--- src/rtl/window_stream_arbiter.sv ---
// Packet-aware round-robin arbiter: LEVELS window streams onto one bus.
// Grant is held for BEATS beats so serialized windows never interleave.
//
// Ports:
//   clk, rst_n          fast clock, async active-low reset
//   in_valid/in_ready   per-level handshake (LEVELS bits)
//   in_stream           per-level beats, level j at [j*BUS_WIDTH +: BUS_WIDTH]
//   out_valid/out_ready registered output handshake
//   out_stream          output beat
//   out_level           source level of out_stream
//   out_last            final beat of a window packet
//   grant               one-hot owner, zero when idle
//   busy                high while a packet is in progress
module window_stream_arbiter #(
    parameter int BUS_WIDTH = 128,
    parameter int LEVELS    = 7,
    parameter int LEVEL_W   = 3,
    parameter int BEATS     = 10,
    parameter int CNT_W     = 4
) (
    input  logic                        clk,
    input  logic                        rst_n,
    input  logic [LEVELS-1:0]           in_valid,
    input  logic [BUS_WIDTH*LEVELS-1:0] in_stream,
    output logic [LEVELS-1:0]           in_ready,
    output logic                        out_valid,
    output logic [BUS_WIDTH-1:0]        out_stream,
    output logic [LEVEL_W-1:0]          out_level,
    output logic                        out_last,
    input  logic                        out_ready,
    output logic [LEVELS-1:0]           grant,
    output logic                        busy
);

    typedef enum logic {IDLE, BURST} state_t;

    state_t               state;
    state_t               state_nxt;
    logic [LEVEL_W-1:0]   rr_ptr;
    logic [LEVEL_W-1:0]   gidx;
    logic [LEVEL_W-1:0]   sel;
    logic [LEVEL_W-1:0]   cand;
    logic                 sel_hit;
    logic [CNT_W-1:0]     beat_cnt;
    logic                 out_free;
    logic                 xfer;
    logic                 is_last;
    logic [BUS_WIDTH-1:0] beat;
    int                   sk;

    // Scan downward so the lowest offset from rr_ptr is written last and wins.
    always_comb begin
        sel     = '0;
        sel_hit = 1'b0;
        sk      = 0;
        cand    = '0;
        for (int i = LEVELS - 1; i >= 0; i--) begin
            sk = int'(rr_ptr) + i;
            if (sk >= LEVELS) begin
                sk = sk - LEVELS;
            end
            cand = LEVEL_W'(sk);
            if (in_valid[cand]) begin
                sel     = cand;
                sel_hit = 1'b1;
            end
        end
    end

    assign busy     = (state == BURST);
    assign out_free = ~out_valid | out_ready;
    assign beat     = in_stream[int'(gidx)*BUS_WIDTH +: BUS_WIDTH];
    assign xfer     = busy & in_valid[gidx] & out_free;
    assign is_last  = (beat_cnt == CNT_W'(BEATS - 1));

    // out_ready reaches in_ready combinationally to keep full throughput.
    always_comb begin
        in_ready = '0;
        if (busy) begin
            in_ready[gidx] = out_free;
        end
    end

    always_comb begin
        state_nxt = state;
        unique case (state)
            IDLE:    if (sel_hit) state_nxt = BURST;
            BURST:   if (xfer && is_last) state_nxt = IDLE;
            default: state_nxt = IDLE;
        endcase
    end

    always_ff @(posedge clk or negedge rst_n) begin
        if (!rst_n) begin
            state <= IDLE;
        end else begin
            state <= state_nxt;
        end
    end

    always_ff @(posedge clk or negedge rst_n) begin
        if (!rst_n) begin
            grant    <= '0;
            gidx     <= '0;
            beat_cnt <= '0;
            rr_ptr   <= '0;
        end else if (state == IDLE) begin
            if (sel_hit) begin
                grant    <= LEVELS'(1) << sel;
                gidx     <= sel;
                beat_cnt <= '0;
            end
        end else if (xfer) begin
            if (is_last) begin
                grant    <= '0;
                beat_cnt <= '0;
                rr_ptr   <= (gidx == LEVEL_W'(LEVELS - 1)) ? '0 : gidx + 1'b1;
            end else begin
                beat_cnt <= beat_cnt + 1'b1;
            end
        end
    end

    // A new beat may replace the old one in the cycle it drains.
    always_ff @(posedge clk or negedge rst_n) begin
        if (!rst_n) begin
            out_valid  <= 1'b0;
            out_stream <= '0;
            out_level  <= '0;
            out_last   <= 1'b0;
        end else if (xfer) begin
            out_valid  <= 1'b1;
            out_stream <= beat;
            out_level  <= gidx;
            out_last   <= is_last;
        end else if (out_valid && out_ready) begin
            out_valid  <= 1'b0;
        end
    end

endmodule

--- config.mk ---
export PLATFORM = sky130hd
export DESIGN_NAME = window_stream_arbiter
export DESIGN_NICKNAME = d
export VERILOG_FILES = /design/src/rtl/window_stream_arbiter.sv
export SDC_FILE = /design/constraint.sdc
export NUM_CORES = 1
export LEC_CHECK = 0
export CORE_AREA = 2 2 414 416
export CTS_CLUSTER_SIZE = 40
export DETAILED_ROUTE_END_ITERATION = 8
export DIE_AREA = 0 0 416 418
export GPL_TIMING_DRIVEN = 0
export SLEW_MARGIN = 25
export SYNTH_ARGS = -nofsm -noshare
export SYNTH_HDL_FRONTEND = slang
export SYNTH_SLANG_ARGS = --single-unit
--- constraint.sdc ---
create_clock -name clk -period 3.15 [get_ports clk]
set_input_delay 0.4725 -clock clk [delete_from_list [all_inputs] [get_ports clk]]
set_output_delay 0.4725 -clock clk [all_outputs]
set_load 0.03 [all_outputs]
==> results of run 1 <==
==> state kept, by name (all words and copies together) (netlist names) <==
name        flops
out_valid       1
out_stream    128
busy            1
rr_ptr          3
out_level       3
out_last        1
gidx            3
beat_cnt        4
grant           7
==> critical path, cell delays in order (launching register included) <==
cell      delay [ns]
dfrtp_2         0.46
buf_12          0.14
buf_6           0.25
clkbuf_2        0.24
buf_12          0.19
clkbuf_1        0.75
a22oi_1         0.17
o22ai_1         0.59
a21oi_1         0.09
o21ai_0         0.18
==> Yosys cell counts (3+ instances only) <==
| cell type | instances | share of area |
|---|---|---|
| clkbuf_1 | 130 | 0.035 |
| o31ai_1 | 5 | 0.0027 |
| nand4_1 | 5 | 0.0023 |
| nor2_1 | 162 | 0.044 |
| inv_1 | 10 | 0.0027 |
| buf_2 | 11 | 0.0040 |
| o21ai_0 | 148 | 0.053 |
| nand3b_1 | 4 | 0.0022 |
| a221oi_1 | 13 | 0.0082 |
| o211ai_1 | 3 | 0.0016 |
| mux2i_1 | 143 | 0.10 |
| a21boi_1 | 3 | 0.0016 |
| mux2_2 | 135 | 0.11 |
| dfrtp_1 | 151 | 0.27 |
| nor3_1 | 7 | 0.0025 |
| o21a_1 | 3 | 0.0016 |
| nand2_1 | 171 | 0.046 |
| a22oi_1 | 122 | 0.066 |
| and2_1 | 3 | 0.0014 |
| o21ai_1 | 4 | 0.0014 |
| nand3_1 | 10 | 0.0036 |
| a211oi_1 | 5 | 0.0027 |
| nand2b_1 | 7 | 0.0032 |
| xnor2_1 | 4 | 0.0025 |
| buf_1 | 33 | 0.0089 |
| or2_2 | 3 | 0.0014 |
| a22o_1 | 9 | 0.0057 |
| nor4_1 | 3 | 0.0014 |
| ha_1 | 12 | 0.011 |
| a31oi_1 | 4 | 0.0018 |
| nor3b_1 | 5 | 0.0027 |
| o22ai_1 | 122 | 0.055 |
| nor2b_1 | 10 | 0.0045 |
| inv_2 | 4 | 0.0011 |
| a21oi_1 | 266 | 0.096 |
| o31a_1 | 3 | 0.0019 |
| a21o_1 | 3 | 0.0016 |
==> what timing repair did <==
action                                 CTS  global route
pin swaps                               14            21
hold buffers                             1             0
setup endpoints to repair              156           103
endpoints found under the hold margin   52             0
gates resized for setup                193            59
setup buffers                           19            15
==> layer usage <==
metal	share of wire	vias up
met3	0.090	234
met5	0.0018	-
met4	0.035	48
li1	-	8903
met1	0.40	10280
met2	0.47	1245
==> area by class of cell <==
type / instances / area, um2
repair buffers: 1098 / 11120
well taps: 2218 / 2775
multi-input cells: 1436 / 9832
inverters: 14 / 72.57
plain buffers: 172 / 1005
clock inverters: 13 / 136.4
diodes: 29 / 72.57
clock buffers: 19 / 442.9
fillers: 19110 / 139900
flip-flops and latches: 151 / 3785
==> worst max path at each step <==
| stage | from | endpoint | slack (ns) | cells after the start |
|---|---|---|---|---|
| 2_1_floorplan | rr_ptr[2] | grant[2] | 0.03 | 13 |
| 3_3_place_gp | rst_n | rr_ptr[2] | -7.07 | 1 |
| 3_5_place_dp | gidx[2] | in_ready[6] | -2.23 | 9 |
| 4_1_cts | gidx[2] | in_ready[6] | -0.05 | 9 |
| 5_1_grt | rr_ptr[1] | grant[2] | -0.17 | 12 |
| 6_report | gidx[1] | out_stream[9] | -0.05 | 9 |
==> power breakdown <==
part	internal, W	total (W)	switching, W
registers	0.00292	0.00352	0.000596
logic	0.00907	0.0256	0.0165
clock network	0.00113	0.00234	0.00121
total	0.0131	0.0314	0.0183
==> per-stage QoR <==
step	std cells	setup slack [ns]	setup TNS [ns]	instance area (um2)	util
after floorplan	1778	0.02708	0	13870	-
after global placement	5045	-7.072	-1409.34	27140	0.1605
final	5150	-0.05046	-0.2552	29240	0.1729
after global routing	5142	-0.1683	-1.418	29220	0.1728
after detailed placement	5059	-2.231	-231.20	27520	0.1627
after CTS	5108	-0.04500	-0.07747	28870	0.1708
==> cell usage in the layout (no fill, tap or decap), types with 20 or more instances in the layout <==
cell / instances
nor2_1: 152
o21ai_0: 142
a21oi_1: 253
dfrtp_1: 146
clkdlybuf4s50_1: 1039
mux2i_1: 139
a22oi_1: 120
clkbuf_1: 89
diode_2: 29
mux2_2: 134
o22ai_1: 122
nand2_1: 168
clkbuf_16: 20
buf_4: 36
==> logic make-up after synthesis <==
group,Yosys count,synth area share
AOI/OAI and AO/OA,737,0.3188
and+or+nand+nor,399,0.1206
muxes,281,0.2169
buffers and inverters,191,0.05410
DFF,151,0.2728
adders and majority gates,14,0.01373
xor gates and xnor gates,5,0.003161
==> metrics.txt, run 1 <==
Max Cap Viol=0; post-route ant nets=0; largest net degree at the start of global routing=58; post-DP HPWL=between 150 and 200 mm; relative slew slack=0.3106; grt peak-use layer=met2; CP startpoint kind=register; maximum vdd drop=0.0004037 V; Mapped Cells=between 1500 and 2000; I/O Buffers=about 1000; core area=around 170000 um2; Die Ht=around 420 um; setup ws final=-0.05046 ns; Synth Cell Area=around 14000 um2; grt met3 use=0.06009; Syn. warnings=0; overall power=about 0.031 W; Tcrit/Tclk final=1.016; CP arrival=3.67 ns; vias in the first global route=20400; Area Growth Syn to Fin=111.1%; Iteration-0 DRC Markers=between 2000 and 2500; DRT Pass-1 Iters=6; Num Clock Sinks=151; Starting Density=0.08193; number of synthesized flops with an enable pin=0; Static Leakage=10.45 nW; worst r2r path cells=9; FF-to-FF Start=gidx[1]; Hold Crit Start=out_stream[81]; share of cells above drive strength 1=0.1323; H-tree levels=4; M1 GR Usage=0.2420; ys flop type=dfrtp_1; routed wire length=approximately 180 mm; DRC=0; FP Rows=151; Worst Hold End=out_stream[81]; vias=approximately 21000; FF-to-FF setup slack=-0.05 ns; final hold vios=0; PwrDens=1075 nW/um2; Final Hold Slack=0.4782 ns; worst skew pair latency=0.55 ns; Max Slew Vio Count=0; WS Path Type=register to register; clk buf depth=2; Reg clk slew, reported paths=0.08 ns; Seq cells post-synth=around 150; Worst setup EP type=register; antenna violations before repair=~100; Worst-Margin Slew=~1.0 ns; Nets=3810; Reg2Reg Capture Point=out_stream[9]; RSZ-0062 raised after global routing=yes; Mapped Nets=about 2700; wire per inst=~34 um; Syn Area/Cell=7.791 um2; All-Layer GR Usage=0.1965; register area share after synthesis=0.2728; num ports=between 1000 and 1500; crit path max fanout=10; Num CTS Buffers=17; post-synthesis cell type count=71; first-pass GRT wire length=220.2 mm; CP Data Required Time=3.62 ns; outcome=finished, violations left; chip width=between 400 and 500 um; total gr overflow=0; drt via density=roughly 4.0; Async SR Flop Fraction=1.000; final setup violation count=9; f_max=between 300 and 400 MHz; failing checks=negative setup slack; CTS tree=done; grt met2 use=0.3173; Worst Hold Class=register to register; cell chosen for the clock root=clkbuf_16; Placer Congestion=0.9934; min Tclk post-route=between 3 and 4 ns; hold depth=2; Setup Skew=approximately 0.025 ns; DIE AREA=around 170000 um2
No activity file was read; power rests on OpenSTA's default activity.
==> run 2: changes to the inputs <==
--- a/config.mk
+++ b/config.mk
@@ -5,12 +5,13 @@
 export SDC_FILE = /design/constraint.sdc
 export NUM_CORES = 1
 export LEC_CHECK = 0
-export CORE_AREA = 2 2 414 416
+export CORE_AREA = 2 2 415 417
 export CTS_CLUSTER_SIZE = 40
 export DETAILED_ROUTE_END_ITERATION = 8
-export DIE_AREA = 0 0 416 418
+export DIE_AREA = 0 0 417 419
 export GPL_TIMING_DRIVEN = 0
 export SLEW_MARGIN = 25
 export SYNTH_ARGS = -nofsm -noshare
 export SYNTH_HDL_FRONTEND = slang
 export SYNTH_SLANG_ARGS = --single-unit
+export TNS_END_PERCENT = 50
==> constraint.sdc (replaced) <==
create_clock -name clk -period 4.2 [get_ports clk]
set_input_delay 0.63 -clock clk [delete_from_list [all_inputs] [get_ports clk]]
set_output_delay 0.63 -clock clk [all_outputs]
set_load 0.03 [all_outputs]
==> run 2 against run 1 <==
Compared with the run above: the flow now finishes without violations; non-clock buffer count decreased by 27; flip-flop and latch count unchanged; core utilization decreased by 0.64 points; combinational power decreased by 30%; sequential power decreased by 25%; hold slack improved by 0.0042 ns; clock skew increased by 0.0025 ns; global-route usage decreased by 0.57 points; critical path type is now register to output pin.
==> metrics.txt, run 2 (synthesis gave the netlist of run 1 again) <==
num ports=1054; Max Slew Vio Count=0; Worst-Margin Slew=between 1 and 1.5 ns; Iteration-0 DRC Markers=roughly 2100; max reg flops=roughly 130; DRC=0; antenna violations before repair=between 100 and 150; final setup violation count=0; Static Leakage=10.15 nW; RSZ-0062 raised after global routing=no; Regs by FF count=out_stream (128), grant (7), beat_cnt (4); FP Rows=152; Worst Hold Class=register to register; core area=between 150000 and 200000 um2; Num Clock Sinks=151; final hold vios=0; most frequent cells in the layout=clkdlybuf4s50_1, a21oi_1, nand2_1, nor2_1, dfrtp_1; first-pass GRT wire length=approximately 210 mm; WS Path Type=register to output pin; largest net degree at the start of global routing=64; wire per inst=33.65 um; Starting Density=0.08121; CP Data Required Time=roughly 3.6 ns; total gr overflow=0; outcome=finished, final reports clean; Nets=around 3800; f_max=roughly 250 MHz; CP arrival=around 3.4 ns; dpl cells=5080; relative slew slack=0.2211; I/O Buffers=between 1000 and 1500; Area Growth Syn to Fin=105.1%; post-route ant nets=0; Worst setup EP type=output pin; min Tclk post-route=~4.0 ns; H-tree levels=4; All-Layer GR Usage=0.1908; CP startpoint kind=register; fin cells=5147; PwrDens=786.8 nW/um2; clk buf depth=2; Max Cap Viol=0; crit path max fanout=10; fill count=slightly below 20000; vias=a little over 20000; setup TNS=0 ns; Die Ht=419 um; cell chosen for the clock root=clkbuf_16; post-DP HPWL=about 150 mm; CTS tree=done; DRT Pass-1 Iters=6; worst skew pair latency=~0.55 ns; Biggest register=out_stream; vias in the first global route=19760; routed wire length=173.2 mm; drt via density=between 4 and 5; Placer Congestion=approximately 0.98; chip width=roughly 420 um; commonest non-fill, non-tap cell in the layout=clkdlybuf4s50_1; Reg clk slew, reported paths=~0.08 ns; share of cells above drive strength 1=0.09006; DIE AREA=174700 um2; Num CTS Buffers=17; Setup Skew=about 0.027 ns; maximum vdd drop=0.0002929 V; Tcrit/Tclk final=0.9515
## run 2: area by class of cell
cell class,instances,area [um2],area share
Clock inverter,14,188.9,0.006651
Clock buffer,18,439.2,0.01546
Antenna cell,38,95.09,0.003347
Inverter,14,52.55,0.001850
Timing Repair Buffer,1070,10950,0.3854
Multi-Input combinational cell,1436,9353,0.3292
Tap cell,2233,2794,0.09835
Buffer,173,758.2,0.02669
Sequential cell,151,3780,0.1331
## run 2: metal layers
layer	share of wire	track usage	vias to the layer above
li1	-	-	8839
met1	0.40	0.2334	10250
met2	0.48	0.3190	1203
met3	0.091	0.06405	250
met4	0.022	0.04864	48
met5	0.0018	0	-
## run 2: path summary, 6_finish.rpt
kind                                start         endpoint  slack, ns  cells past startpoint
hold / removal             out_stream[73]   out_stream[73]       0.48                      2
setup / recovery                  gidx[0]      in_ready[1]       0.20                      6
hold reg to reg            out_stream[73]   out_stream[73]       0.48                      2
min in group asynchronous           rst_n   out_stream[17]       0.65                      2
max in group asynchronous           rst_n  out_stream[104]       2.78                      3
setup reg to reg                rr_ptr[2]         grant[0]       0.25                     12
## run 2: through the flow
step | setup WS, ns | cell area, um2 | power [W] | hold WS (ns) | utilization
2_1_floorplan | 0.7875 | 13850 | 0.01114 | 0.3344 | -
3_3_place_gp | -5.469 | 27150 | 0.02011 | 0.4626 | 0.1591
3_5_place_dp | -1.307 | 27640 | 0.02060 | 0.4702 | 0.1620
4_1_cts | 0.003141 | 28300 | 0.02261 | 0.4874 | 0.1659
5_1_grt | 0.01265 | 28350 | 0.02359 | 0.5109 | 0.1662
6_report | 0.2037 | 28410 | 0.02235 | 0.4825 | 0.1665
## run 2: report_power, final
group	switching [W]	internal (W)	leakage (nW)
clock	0.000930	0.000971	0.308
sequential	0.000457	0.00219	1.88
combinational	0.0119	0.00592	7.96
## run 2: timing repair
action                     CTS  global route
setup endpoints to repair  106            66
resized for setup           21            11
hold buffers                 1             0
buffers inserted             0             0
hold endpoints to repair    12             0
## run 2: worst max-delay path, stage by stage (launching register included)
cell and delay (ns):
dfrtp_1 0.41, clkbuf_4 0.33, inv_2 0.25, clkbuf_4 0.34, clkbuf_2 0.35, nor4_1 0.35
clkdlybuf4s50_1 0.74
==> run 3: changes to the inputs <==
--- a/config.mk
+++ b/config.mk
@@ -5,11 +5,13 @@
 export SDC_FILE = /design/constraint.sdc
 export NUM_CORES = 1
 export LEC_CHECK = 0
+export CAP_MARGIN = 20
 export CORE_AREA = 2 2 415 417
 export CTS_CLUSTER_SIZE = 40
 export DETAILED_ROUTE_END_ITERATION = 8
 export DIE_AREA = 0 0 417 419
 export GPL_TIMING_DRIVEN = 0
+export PLACE_DENSITY_LB_ADDON = 0.08
 export SLEW_MARGIN = 25
 export SYNTH_ARGS = -nofsm -noshare
 export SYNTH_HDL_FRONTEND = slang
==> run 3 against run 2 <==
Compared with the run above: core utilization barely moved; register-to-register slack got worse by 0.05 ns; clock power fell by 11%; hold slack got worse by 0.0056 ns; cell area fell by 0.29%; combinational power fell by 6%; critical endpoint is now grant[0]; largest cell class unchanged; highest routed layer unchanged.
==> metrics.txt, run 3 (synthesis gave the netlist of run 1 again) <==
Setup Skew=around 0.029 ns; worst skew pair latency=0.53 ns; DRC=0; DRT Pass-1 Iters=5; PwrDens=745.1 nW/um2; Max Slew Vio Count=0; CP bufs+invs=3; top sig layer=met5; crit-path cells=buf_2, inv_1, ha_1, clkbuf_2, nand2b_1, a21oi_1, o211a_1, o31a_1, o41ai_1, a41oi_1, o211a_2, nand2_1, o21ai_0; crit path max fanout=10; max reg flops=128; Finished Core Util=0.1660; Worst Hold Class=register to register; wire per inst=29.73 um; Iteration-0 DRC Markers=between 800 and 900; CTS tree=done; WS Path Type=register to register; cell chosen for the clock root=clkbuf_16; dpl cells=5075; CP Data Required Time=4.58 ns; DIE AREA=174700 um2; final setup violation count=0; largest net degree at the start of global routing=70; Tcrit/Tclk final=0.9516; Starting Density=0.08121; num ports=1054; clk buf depth=2; All-Layer GR Usage=0.1678; Die Ht=419 um; Num CTS Buffers=17; Met1 Wirelength=just over 60 mm; Reg clk slew, reported paths=0.07 ns; most frequent cells in the layout=clkdlybuf4s50_1, a21oi_1, nand2_1, nor2_1, dfrtp_1; drt via density=about 3.6; crit-path max cell delay=0.54 ns; first-pass GRT wire length=about 200 mm; RSZ-0062 raised after global routing=yes; outcome=finished, final reports clean; Nets=between 3000 and 4000; Area Growth Syn to Fin=104.5%; f_max=250.2 MHz; FP Rows=152; routed wire length=152.2 mm; post-DP HPWL=132.2 mm; Regs by FF count=out_stream (128), grant (7), beat_cnt (4); commonest non-fill, non-tap cell in the layout=clkdlybuf4s50_1; fin cells=5118; Num Clock Sinks=between 150 and 200; Max Cap Viol=0; relative slew slack=0.3220; CP delay by family, top=compound AO/OA/AOI/OAI gates; metal2 WL=about 82 mm; core area=170600 um2; post-route ant nets=0; vias in the first global route=19970; CP startpoint kind=register; Biggest register=out_stream; Worst-Margin Slew=about 1 ns; final hold vios=0; vias=~19000; antenna violations before repair=40; Placer Congestion=about 0.81; CP arrival=~4.4 ns; Worst setup EP type=register; Max stage delay cell, worst path=dfrtp_1; total gr overflow=0; H-tree levels=4; WL met3=6.873 mm; maximum vdd drop=about 0.00035 V; Static Leakage=between 10 and 15 nW; min Tclk post-route=approximately 4 ns; chip width=between 400 and 500 um; share of cells above drive strength 1=0.09318; I/O Buffers=1049
[run 3: cell types whose count changed in the layout (fill, tap and decap cells not counted), sizes merged]
cell,previous run,this run
buf,63,67
clkbuf,149,144
clkinv,3,2
clkdlybuf4s50,1046,1044
clkinvlp,1,2
diode,38,9
bufinv,3,1
inv,21,24
clkdlybuf4s15,0,2
[run 3: what timing repair did]
| action | in CTS | in global routing |
|---|---|---|
| hold buffers | 1 | 0 |
| resized for setup | 32 | 21 |
| setup endpoints to repair | 155 | 43 |
| hold endpoints to repair | 17 | 0 |
| setup buffers | 0 | 4 |
| pin swaps | 0 | 1 |
[run 3: final timing paths]
check,startpoint,endpoint,slack (ns),cells past startpoint
worst max-delay path,rr_ptr[2],grant[0],0.20,13
worst min-delay path,out_stream[113],out_stream[113],0.48,2
worst max register to register,rr_ptr[2],grant[0],0.20,13
worst min register to register,out_stream[113],out_stream[113],0.48,2
max in group asynchronous,rst_n,out_stream[38],2.92,3
min in group asynchronous,rst_n,out_stream[117],0.53,2
[run 3: final cells by class]
cell class / count / area, um2
diodes: 9 / 22.52
clock buffers: 17 / 425.4
plain buffers: 174 / 770.7
inverters: 14 / 56.30
clock inverters: 15 / 155.1
fillers: 19410 / 142300
repair buffers: 1069 / 10930
multi-input cells: 1436 / 9392
well taps: 2233 / 2794
flip-flops and latches: 151 / 3780
[run 3: per-layer routing]
| metal | vias to the layer above | global-route usage |
|---|---|---|
| met1 | 9253 | 0.1981 |
| met3 | 67 | 0.03475 |
| li1 | 8813 | - |
| met4 | 20 | 0.01996 |
| met5 | - | 0 |
| met2 | 514 | 0.3164 |
[run 3: tightest hold or removal path, cell delays in order, from the launching register on]
cell	delay, ns
dfrtp_1	0.34
nand2_1	0.05
o21ai_0	0.06
[run 3: metrics by stage]
step	TNS, ns	total power (W)	setup slack [ns]	hold WS (ns)	area [um2]
after CTS	-0.009668	0.02178	-0.009668	0.4759	28240
after global routing	-0.08321	0.02287	-0.03192	0.4939	28320
after floorplan	0	0.01114	0.7875	0.3344	13850
after global placement	-1239.15	0.01961	-5.773	0.4643	27150
final	0	0.02111	0.2034	0.4769	28330
after detailed placement	-117.45	0.01986	-1.271	0.4674	27590
[run 3: power by group]
part           total (W)  leakage, nW  switching, W  internal [W]
clock            0.00170        0.286      0.000859      0.000841
sequential       0.00267         1.88      0.000484       0.00219
combinational     0.0167         7.96        0.0108       0.00597
